--- config.mk ---
export PLATFORM = sky130hd
export DESIGN_NAME = stream_demux1x2
export DESIGN_NICKNAME = d
export VERILOG_FILES = /design/src/rtl/stream_demux1x2.sv
export SDC_FILE = /design/constraint.sdc
export NUM_CORES = 1
export LEC_CHECK = 0
export CORE_MARGIN = 2
export CORE_UTILIZATION = 50
export CTS_CLUSTER_SIZE = 24
export DETAILED_ROUTE_END_ITERATION = 6
export GPL_TIMING_DRIVEN = 0
export PLACE_DENSITY_LB_ADDON = 0.05
export SLEW_MARGIN = 5
export SYNTH_ARGS = -nofsm -noshare
export SYNTH_HDL_FRONTEND = slang
export SYNTH_SLANG_ARGS = --single-unit
--- constraint.sdc ---
create_clock -name clk -period 2.54 [get_ports clk]
set_clock_uncertainty 0.1 [all_clocks]
set_input_delay 0.762 -clock clk [delete_from_list [all_inputs] [get_ports clk]]
set_output_delay 0.762 -clock clk [all_outputs]
set_load 0.03 [all_outputs]
--- src/rtl/stream_demux1x2.sv ---
// Packet-aware 1-to-2 stream demultiplexer with one show-ahead FIFO per output.
// A packet's destination is taken from in_sel on its first beat and held until in_last.

// Per-output FIFO holding {last, data} entries; pointers carry an extra wrap bit.
module stream_demux1x2_fifo #(
  parameter int unsigned EW    = 9,
  parameter int unsigned DEPTH = 2
) (
  input  logic          clk,
  input  logic          rst,
  input  logic          push,
  input  logic [EW-1:0] wdata,
  input  logic          pop,
  output logic [EW-1:0] rdata,
  output logic          empty,
  output logic          full
);
  localparam int unsigned AW = $clog2(DEPTH);
  localparam int unsigned PW = AW + 1;

  logic [PW-1:0] wptr;
  logic [PW-1:0] rptr;
  logic [EW-1:0] mem [DEPTH];
  logic          do_push;
  logic          do_pop;

  assign empty   = (wptr == rptr);
  assign full    = (wptr[AW] != rptr[AW]) && (wptr[AW-1:0] == rptr[AW-1:0]);
  assign do_push = push && !full;
  assign do_pop  = pop && !empty;
  assign rdata   = mem[rptr[AW-1:0]];

  // Pointer update; a full FIFO refuses a push even while being popped.
  always_ff @(posedge clk or posedge rst) begin
    if (rst) begin
      wptr <= '0;
      rptr <= '0;
    end else begin
      if (do_push) wptr <= wptr + PW'(1);
      if (do_pop)  rptr <= rptr + PW'(1);
    end
  end

  // Storage, cleared on reset so an empty head reads as zero.
  always_ff @(posedge clk or posedge rst) begin
    if (rst) begin
      for (int unsigned i = 0; i < DEPTH; i++) mem[i] <= '0;
    end else if (do_push) begin
      mem[wptr[AW-1:0]] <= wdata;
    end
  end
endmodule

module stream_demux1x2 #(
  parameter int unsigned WIDTH = 8,
  parameter int unsigned DEPTH = 2
) (
  input  logic             clk,
  input  logic             rst,
  input  logic             in_valid,
  output logic             in_ready,
  input  logic [WIDTH-1:0] in_data,
  input  logic             in_sel,
  input  logic             in_last,
  output logic             out0_valid,
  input  logic             out0_ready,
  output logic [WIDTH-1:0] out0_data,
  output logic             out0_last,
  output logic             out1_valid,
  input  logic             out1_ready,
  output logic [WIDTH-1:0] out1_data,
  output logic             out1_last,
  output logic             busy
);
  localparam int unsigned EW = WIDTH + 1;

  typedef enum logic {
    IDLE  = 1'b0,
    ROUTE = 1'b1
  } state_t;

  state_t        state_q;
  state_t        state_d;
  logic          dest_q;
  logic          dest_d;
  logic          eff_dest;
  logic          accept;
  logic          full0;
  logic          full1;
  logic          empty0;
  logic          empty1;
  logic [EW-1:0] head0;
  logic [EW-1:0] head1;

  // Route state and locked destination.
  always_ff @(posedge clk or posedge rst) begin
    if (rst) begin
      state_q <= IDLE;
      dest_q  <= 1'b0;
    end else begin
      state_q <= state_d;
      dest_q  <= dest_d;
    end
  end

  // Destination choice, input ready and packet tracking.
  always_comb begin
    state_d  = state_q;
    dest_d   = dest_q;
    eff_dest = in_sel;
    in_ready = 1'b0;
    accept   = 1'b0;
    if (state_q == ROUTE) eff_dest = dest_q;
    in_ready = eff_dest ? !full1 : !full0;
    accept   = in_valid && in_ready;
    if (accept) begin
      if (state_q == IDLE) begin
        if (!in_last) begin
          state_d = ROUTE;
          dest_d  = in_sel;
        end
      end else if (in_last) begin
        state_d = IDLE;
      end
    end
  end

  stream_demux1x2_fifo #(.EW(EW), .DEPTH(DEPTH)) u_fifo0 (
    .clk   (clk),
    .rst   (rst),
    .push  (accept && !eff_dest),
    .wdata ({in_last, in_data}),
    .pop   (out0_ready),
    .rdata (head0),
    .empty (empty0),
    .full  (full0)
  );

  stream_demux1x2_fifo #(.EW(EW), .DEPTH(DEPTH)) u_fifo1 (
    .clk   (clk),
    .rst   (rst),
    .push  (accept && eff_dest),
    .wdata ({in_last, in_data}),
    .pop   (out1_ready),
    .rdata (head1),
    .empty (empty1),
    .full  (full1)
  );

  assign out0_valid = !empty0;
  assign out0_last  = head0[EW-1];
  assign out0_data  = head0[WIDTH-1:0];
  assign out1_valid = !empty1;
  assign out1_last  = head1[EW-1];
  assign out1_data  = head1[WIDTH-1:0];
  assign busy       = (state_q == ROUTE) || !empty0 || !empty1;
endmodule
# Word-level counts from Yosys, hierarchy flattened
# Index checks and enable logic that the tools add are counted.
[word_totals]
word_cells = 66
reg_bits = 46
output_inout_bits = 22
[classes]
mux = 15
n_addsub = 4
magnitude_cmp = 6
eq_ne = 6
reduce_logical = 19
bitwise_logic = 6
[ops]
columns = ["op", "n"]
rows = [
  ["two-way mux 9 bit", 8],
  ["bitwise mux 18 bit", 2],
  ["demux 9 bit (select 1 bit)", 2],
  ["logical AND 1 bit", 11],
  ["adder 2 x 1 -> 2 bit (second input constant)", 4],
  [">= comparator 2 bit (second input constant)", 4],
  ["NOT 1 -> 2 bit", 4],
  ["zero test 1 bit", 5],
  ["== test 2 bit", 2],
  ["< comparator 2 x 1 -> 1 bit (second input constant)", 2],
  ["two-way mux 1 bit", 3],
  ["AND reduction 3 bit", 1],
  ["== test 1 bit", 2],
  ["logical OR 1 bit", 2],
  ["!= test 1 bit", 2],
  ["NOT 1 bit", 2],
]

# Logic depth before layout (Yosys ltp)
# Gate-level depths: netlist of the first run.
[logic_depth]
depth_word = 7
depth_mapped = 5
mapped_depth_nobuf = 4

# Cells and area by module
# A second synthesis of the first run with hierarchy kept.
[unflattened]
hier_cells = 167
area_unflattened_um2 = 2230.9
[modules_own_cells]
columns = ["module", "cells_per_inst", "area_each_um2", "n_inst"]
rows = [
  ["stream_demux1x2_fifo", 74, 1036.0, 2],
  ["stream_demux1x2", 19, 158.9, 1],
]

# Worst setup path before layout of the first run
# OpenSTA, ideal clock, no wires.
[synth_path]
kind = "register to output"
from = "register u_fifo1.rptr[1]"
to = "output port busy"
path_slack_ns = 0.043
path_stages_with_launch = 4
arrival_ns = 1.635
required_ns = 1.678
path_buffers = 0
path_cell_list = "dfrtp_1 xnor2_1 nand2b_1 or3_1"
[synth_between]
elab_chain_cells = 3
[synth_lines]
columns = ["item", "line", "rtl"]
rows = [
  ["start: declaration", "22", "logic [PW-1:0] rptr;"],
  ["start signal: assignment", "40", "if (do_pop) rptr <= rptr + PW'(1);"],
  ["== test 2 bit", "27", "assign empty = (wptr == rptr);"],
  ["zero test 1 bit", "--", ""],
  ["via out1_valid", "69", "output logic out1_valid,"],
  ["logical OR 1 bit", "156", "assign busy = (state_q == ROUTE) || !empty0 || !empty1;"],
  ["end: declaration", "73", "output logic busy"],
]
# The timed path passes the listed nets, and every way through them passes these cells.

# Final worst setup path of the first run
[layout_path]
from = "register u_fifo0.wptr[0]"
to = "output port out0_valid"
[layout_between]
elab_chain_cells = 2
[layout_lines]
columns = ["item", "line", "rtl"]
rows = [
  ["start: declaration", "21", "logic [PW-1:0] wptr;"],
  ["start signal: assignment", "39", "if (do_push) wptr <= wptr + PW'(1);"],
  ["== test 2 bit", "27", ""],
  ["zero test 1 bit", "150", "assign out0_valid = !empty0;"],
  ["end: declaration", "65", "output logic out0_valid,"],
]
# Every way passes these cells.

==> impl_metrics.py, run 1 <==
metrics = {
    "sta": {
        "post-route-period-util": 0.996,
        "hold_viol": 0,
        "slew_headroom": 0.511,
        "final_max_slew_viol_count": 0,
        "fmax_mhz": 395,
        "rsz0062_at_grt": "true",
        "min_period_ps": 2530,
        "setup_viol": 0,
        "holdWs_ps": 408,
        "worst_pin_slew_ps": 733,
    },
    "setup_path": {
        "setup.worst_path.start": "u_fifo0.wptr[0]",
        "crit_family": "flip-flops",
        "worstSetupEndpointType": "output pin",
        "crit_buf_inv": 1,
        "worstSetupPathType": "reg2out",
        "crit_arrival_ps": 1670,
        "worst-r2r-cell-count": 4,
        "r2r_end": "u_fifo1.mem[2]",
        "r2r_slack_ps": 570,
        "slowest_stage": "dfrtp_1",
        "crit_chain": "xor2_1, nand2b_1, dlygate4sd2_1",
        "worstPathRequired_ps": 1680,
        "cp-start-kind": "flip-flop",
        "slowest_delay_ps": 420,
        "worstPathMaxFanout": 4,
        "endpoint": "out0_valid",
        "crit-reg2reg-launch": "u_fifo1.wptr[1]",
        "crit_cells": 3,
    },
    "place": {
        "port_buffers": 35,
        "place_area_um2": 2560,
        "hpwl_um": 2850,
        "gp_congestion": 0.819,
    },
    "cells_and_area": {
        "fin_area_um2": 2690,
        "antennaDiodeCount": 0,
        "num-nets-final": 208,
        "fillers": 293,
        "final_cell_mix": "mux2_2, dfrtp_1, clkdlybuf4s50_1",
        "drive_above_1_share": 0.469,
        "area_delta_synth_final_pct": 26.5,
    },
    "die": {
        "core_area_um2": 4060,
        "die_area_um2": 4790,
        "io_pins": 37,
        "start_util": 0.524,
        "placementRows": 23,
        "die_x_um": 69.2,
        "dieHeight_um": 69.2,
    },
    "clock_network": {
        "hold_buffers": 0,
        "numCtsBuffers": 5,
        "htreeDepth": 2,
        "cts.clk_slew.worst_paths_ps": 80,
        "clk_path_buf_depth": 2,
        "clk_latency_ps": 290,
        "root_buffer": "clkbuf_8",
        "cts_sinks": 46,
        "cts_tree": "done",
    },
    "global_routing": {
        "grt-ovfl-total": 0,
        "track_usage": 0.187,
        "grt_antenna_before_repair": 0,
        "first_global_vias": 1447,
        "grt_pass1_wl_um": 7010,
        "grt_max_degree": 34,
    },
    "flow_run": {
        "cap_violations": 0,
    },
    "pwr": {
        "p_leak_uw": 0.00122,
        "ir_drop_mv": 0.769,
        "p_per_area_nw_per_um2": 1590,
    },
    "yosys": {
        "ys_types": 24,
        "syn_nets": 161,
        "synth_area_um2": 2120,
        "yosys_register_bits": 46,
        "ys.warnings.count": 0,
        "syn_inst": 146,
        "syn_avg_cell_area_um2": 14.6,
        "seq_area_frac_synth": 0.542,
    },
    "detailed_routing": {
        "dr.pass1.iters": 4,
        "drc": 0,
        "first_iter_violations": 54,
        "ant_nets": 0,
        "wl_um": 4090,
        "avgViaCountPerCell": 5.43,
        "routedWlPerCell_um": 16.8,
        "vias": 1324,
    },
    "run_status": {
        "status": "finished, final reports clean",
    },
    "min_path": {
        "min_path_type": "reg2reg",
    },
}
worst register-to-register path: stages, from the launching register on:
cell and delay, ps:
dfrtp_1 430, xnor2_2 180, buf_4 160, o2111ai_2 570
mux2_2 410
cells by family (layout without fill, tap and decap cells):
logic type | count (synthesis) | after routing | share of synthesized area
compound gates | 10 | 10 | 0.0442
mux | 56 | 56 | 0.312
flops | 46 | 46 | 0.542
buf+inv | 6 | 54 | 0.0177
xor+xnor | 10 | 10 | 0.0448
simple gates | 18 | 18 | 0.0395
report_power, final:
group | switching (µW) | total (µW) | internal (µW) | leakage [µW]
Sequential | 246 | 1360 | 1110 | 0.000545
Clock | 231 | 526 | 294 | 0.0000524
Combinational | 1250 | 2400 | 1150 | 0.000626
state kept, by name (all words and copies together) (netlist names):
signal and cells:
u_fifo1.mem 18, u_fifo0.rptr 2, dest_q 1, u_fifo1.wptr 2, state_q 1, u_fifo0.mem 18
u_fifo1.rptr 2, u_fifo0.wptr 2
how the worst min path moves through the flow:
| stage | cells past startpoint | endpoint | start | slack (ps) |
|---|---|---|---|---|
| floorplan | 1 | u_fifo0.rptr[1] | u_fifo0.rptr[1] | 370 |
| global placement | 1 | u_fifo0.rptr[1] | u_fifo0.rptr[1] | 380 |
| detailed placement | 1 | u_fifo1.rptr[1] | u_fifo1.rptr[1] | 390 |
| CTS | 1 | u_fifo0.mem[4] | u_fifo0.mem[4] | 410 |
| global route | 1 | u_fifo1.mem[14] | u_fifo1.mem[14] | 430 |
| finish | 1 | u_fifo0.mem[4] | u_fifo0.mem[4] | 410 |
metal layers:
layer	wire length, µm	part of all wire	vias to the layer above	track usage
met3	154	0.038	9	0.0494
met5	0	0	-	0
li1	-	-	607	-
met1	1760	0.43	678	0.239
met2	2100	0.51	30	0.306
met4	84	0.021	0	0.0675
what timing repair did:
item / 4_1_cts / 5_1_grt
endpoints found under the setup margin: 21 / 20
resized for setup: 56 / 20
pin swaps: 1 / 1
setup buffers: 3 / 1
final cells by class:
type | count | area [µm²] | share of cell area
well taps | 50 | 62.6 | 0.0233
repair buffers | 40 | 342 | 0.127
multi-input cells | 94 | 971 | 0.361
inverters | 1 | 3.75 | 0.00140
plain buffers | 5 | 51.3 | 0.0191
flip-flops and latches | 46 | 1150 | 0.428
clock buffers | 7 | 76.3 | 0.0284
clock inverters | 1 | 30.0 | 0.0112
stage by stage:
| stage | util | std cells | worst slack, ps | TNS (ps) | power, µW |
|---|---|---|---|---|---|
| 2_1_floorplan | - | 146 | 43.1 | 0 | 3040 |
| 3_3_place_gp | 0.625 | 231 | -755 | -18240 | 3750 |
| 3_5_place_dp | 0.630 | 232 | -794 | -8210 | 3840 |
| 4_1_cts | 0.669 | 243 | 6.09 | 0 | 4350 |
| 5_1_grt | 0.662 | 244 | -67.7 | -118 | 4540 |
| 6_report | 0.662 | 244 | 9.16 | 0 | 4290 |
synthesized netlist by cell type (all sizes together):
library cell	count	area, µm²
nor3	1	5.00
inv	1	3.75
or2	2	12.5
nor2	2	7.51
or3	1	6.26
buf	3	26.3
clkbuf	2	7.51
nand3	2	10.0
o21ai	2	10.0
o211ai	2	25.0
xor2	2	25.0
a31o	1	8.76
o2111ai	2	30.0
nand2	8	30.0
mux2	55	653
xnor2	8	70.1
a21oi	2	10.0
dfrtp	46	1150
o211a	1	10.0
mux2i	1	10.0
nand2b	2	12.5
Note: power is estimated with default switching activity, not from simulation.
==> inputs of run 2 (changes only) <==
--- a/config.mk
+++ b/config.mk
@@ -5,12 +5,11 @@
 export SDC_FILE = /design/constraint.sdc
 export NUM_CORES = 1
 export LEC_CHECK = 0
-export CORE_MARGIN = 2
 export CORE_UTILIZATION = 50
 export CTS_CLUSTER_SIZE = 24
 export DETAILED_ROUTE_END_ITERATION = 6
 export GPL_TIMING_DRIVEN = 0
-export PLACE_DENSITY_LB_ADDON = 0.05
+export PLACE_DENSITY = 0.76
 export SLEW_MARGIN = 5
 export SYNTH_ARGS = -nofsm -noshare
 export SYNTH_HDL_FRONTEND = slang
==> run 2 against run 1 <==
Critical path depth up 1. Power shrank 1.1%. First-iteration DRC count shrank 35%. Register-to-register slack hardly changed. Via count decreased by 4.2%. Hold slack got worse by 2.1 ps. Die area shrank 5.7%. Critical endpoint is now busy. Highest routed layer unchanged.
==> impl_metrics.py, run 2 (synthesis gave the netlist of run 1 again) <==
metrics = {
    "run_status": {
        "status": "finished, final reports clean",
    },
    "detailed_routing": {
        "met3_length_um": 166,
        "dr.pass1.iters": 4,
        "ant_nets": 0,
        "wl_um": 3900,
        "drc": 0,
        "dr_wl_met2_um": 1950,
        "met1_length_um": 1740,
        "routed.top_layer": "met4",
        "routedWlPerCell_um": 16.1,
        "first_iter_violations": 35,
        "vias": 1269,
        "avgViaCountPerCell": 5.24,
    },
    "setup_path": {
        "crit_chain": "xor2_2, nand2b_4, or3_1, buf_4",
        "setup.worst_path.start": "u_fifo1.rptr[0]",
        "worstSetupPathType": "reg2out",
        "cp-start-kind": "flip-flop",
        "crit_arrival_ps": 1670,
        "crit-reg2reg-launch": "u_fifo1.rptr[1]",
        "slowest_stage": "dfrtp_2",
        "slowest_delay_ps": 450,
        "worst-r2r-cell-count": 4,
        "worstPathRequired_ps": 1680,
        "worstSetupEndpointType": "output pin",
        "worstPathMaxFanout": 5,
    },
    "cells_and_area": {
        "final_common_cell": "mux2_2",
        "final_util": 0.673,
        "num-nets-final": 206,
        "reg_top3": "u_fifo0.mem (18), u_fifo1.mem (18)",
        "drive_above_1_share": 0.453,
        "final_cell_mix": "mux2_2, dfrtp_1, dlygate4sd2_1",
        "antennaDiodeCount": 0,
        "fillers": 314,
        "area_delta_synth_final_pct": 27.6,
    },
    "global_routing": {
        "grt_pass1_wl_um": 6260,
        "grt_antenna_before_repair": 0,
        "grt_max_degree": 43,
        "track_usage": 0.195,
        "first_global_vias": 1338,
        "grt-ovfl-total": 0,
    },
    "die": {
        "die_x_um": 67.2,
        "start_util": 0.527,
        "io_pins": 37,
        "dieHeight_um": 67.2,
        "placementRows": 23,
        "die_area_um2": 4510,
        "core_area_um2": 4030,
    },
    "sta": {
        "post-route-period-util": 0.997,
        "slew_headroom": 0.526,
        "final_max_slew_viol_count": 0,
        "fmax_mhz": 395,
        "tns_ps": 0,
        "min_period_ps": 2530,
        "worst_pin_slew_ps": 712,
        "setup_viol": 0,
        "rsz0062_at_grt": "true",
        "hold_viol": 0,
        "holdWs_ps": 406,
    },
    "pwr": {
        "p_per_area_nw_per_um2": 1560,
        "p_total_uw": 4240,
        "p_leak_uw": 0.00122,
        "ir_drop_mv": 0.942,
    },
    "min_path": {
        "min_path_type": "reg2reg",
        "hold_start": "u_fifo0.mem[3]",
        "hold-path-cell-count": 1,
    },
    "place": {
        "hpwl_um": 2650,
        "gp_congestion": 0.723,
        "port_buffers": 35,
    },
    "clock_network": {
        "htreeDepth": 2,
        "cts_sinks": 46,
        "clk_path_buf_depth": 2,
        "cts_tree": "done",
        "numCtsBuffers": 5,
        "clk_latency_ps": 300,
        "cts.clk_slew.worst_paths_ps": 80,
        "root_buffer": "clkbuf_8",
        "hold_buffers": 0,
    },
    "flow_run": {
        "cap_violations": 0,
    },
}
run 2: power by group:
group / total (µW) / internal (µW) / switching (µW) / leakage (µW)
clock: 458 / 220 / 238 / 0.0000482
sequential: 1370 / 1120 / 253 / 0.000543
combinational: 2410 / 1180 / 1230 / 0.000626
run 2: layout make-up:
class                   count  area, µm²  area share
plain buffers               5       51.3      0.0189
clock buffers               7       86.3      0.0319
clock inverters             1       5.00     0.00185
inverters                   1       3.75     0.00139
multi-input cells          94        986       0.364
flip-flops and latches     46       1150       0.426
well taps                  50       62.6      0.0231
repair buffers             38        362       0.133
run 2: through the flow:
step / std cells / setup slack [ps] / area, µm²
floorplan: 146 / 43.1 / 2120
global placement: 231 / -761 / 2540
detailed placement: 232 / -812 / 2560
CTS: 241 / -5.40 / 2700
global route: 242 / -38.8 / 2710
finish: 242 / 7.97 / 2710
run 2: final timing paths:
path	end	slack [ps]
worst min-delay path	u_fifo0.mem[3]	410
min in group asynchronous	u_fifo1.mem[5]	560
worst max-delay path	busy	8
max in group asynchronous	u_fifo0.rptr[0]	1340
worst min register to register	u_fifo0.mem[3]	410
worst max register to register	u_fifo1.mem[1]	570
run 2: layer usage:
metal	GRT usage	up-vias
met3	0.0439	7
li1	-	607
met4	0.0957	0
met5	0	-
met1	0.225	628
met2	0.338	27
run 2: timing repair:
item / in CTS / in global routing
pin swaps: 1 / 0
setup endpoints to repair: 21 / 19
gates resized for setup: 50 / 4
cloned: 0 / 0
buffers inserted: 1 / 1
run 2: critical path, delay by kind of cell, from the launching register on:
kind | cells | cell delay, ps
flops | 1 | 450
xor+xnor | 1 | 210
buf+inv | 1 | 180
simple gates | 2 | 530
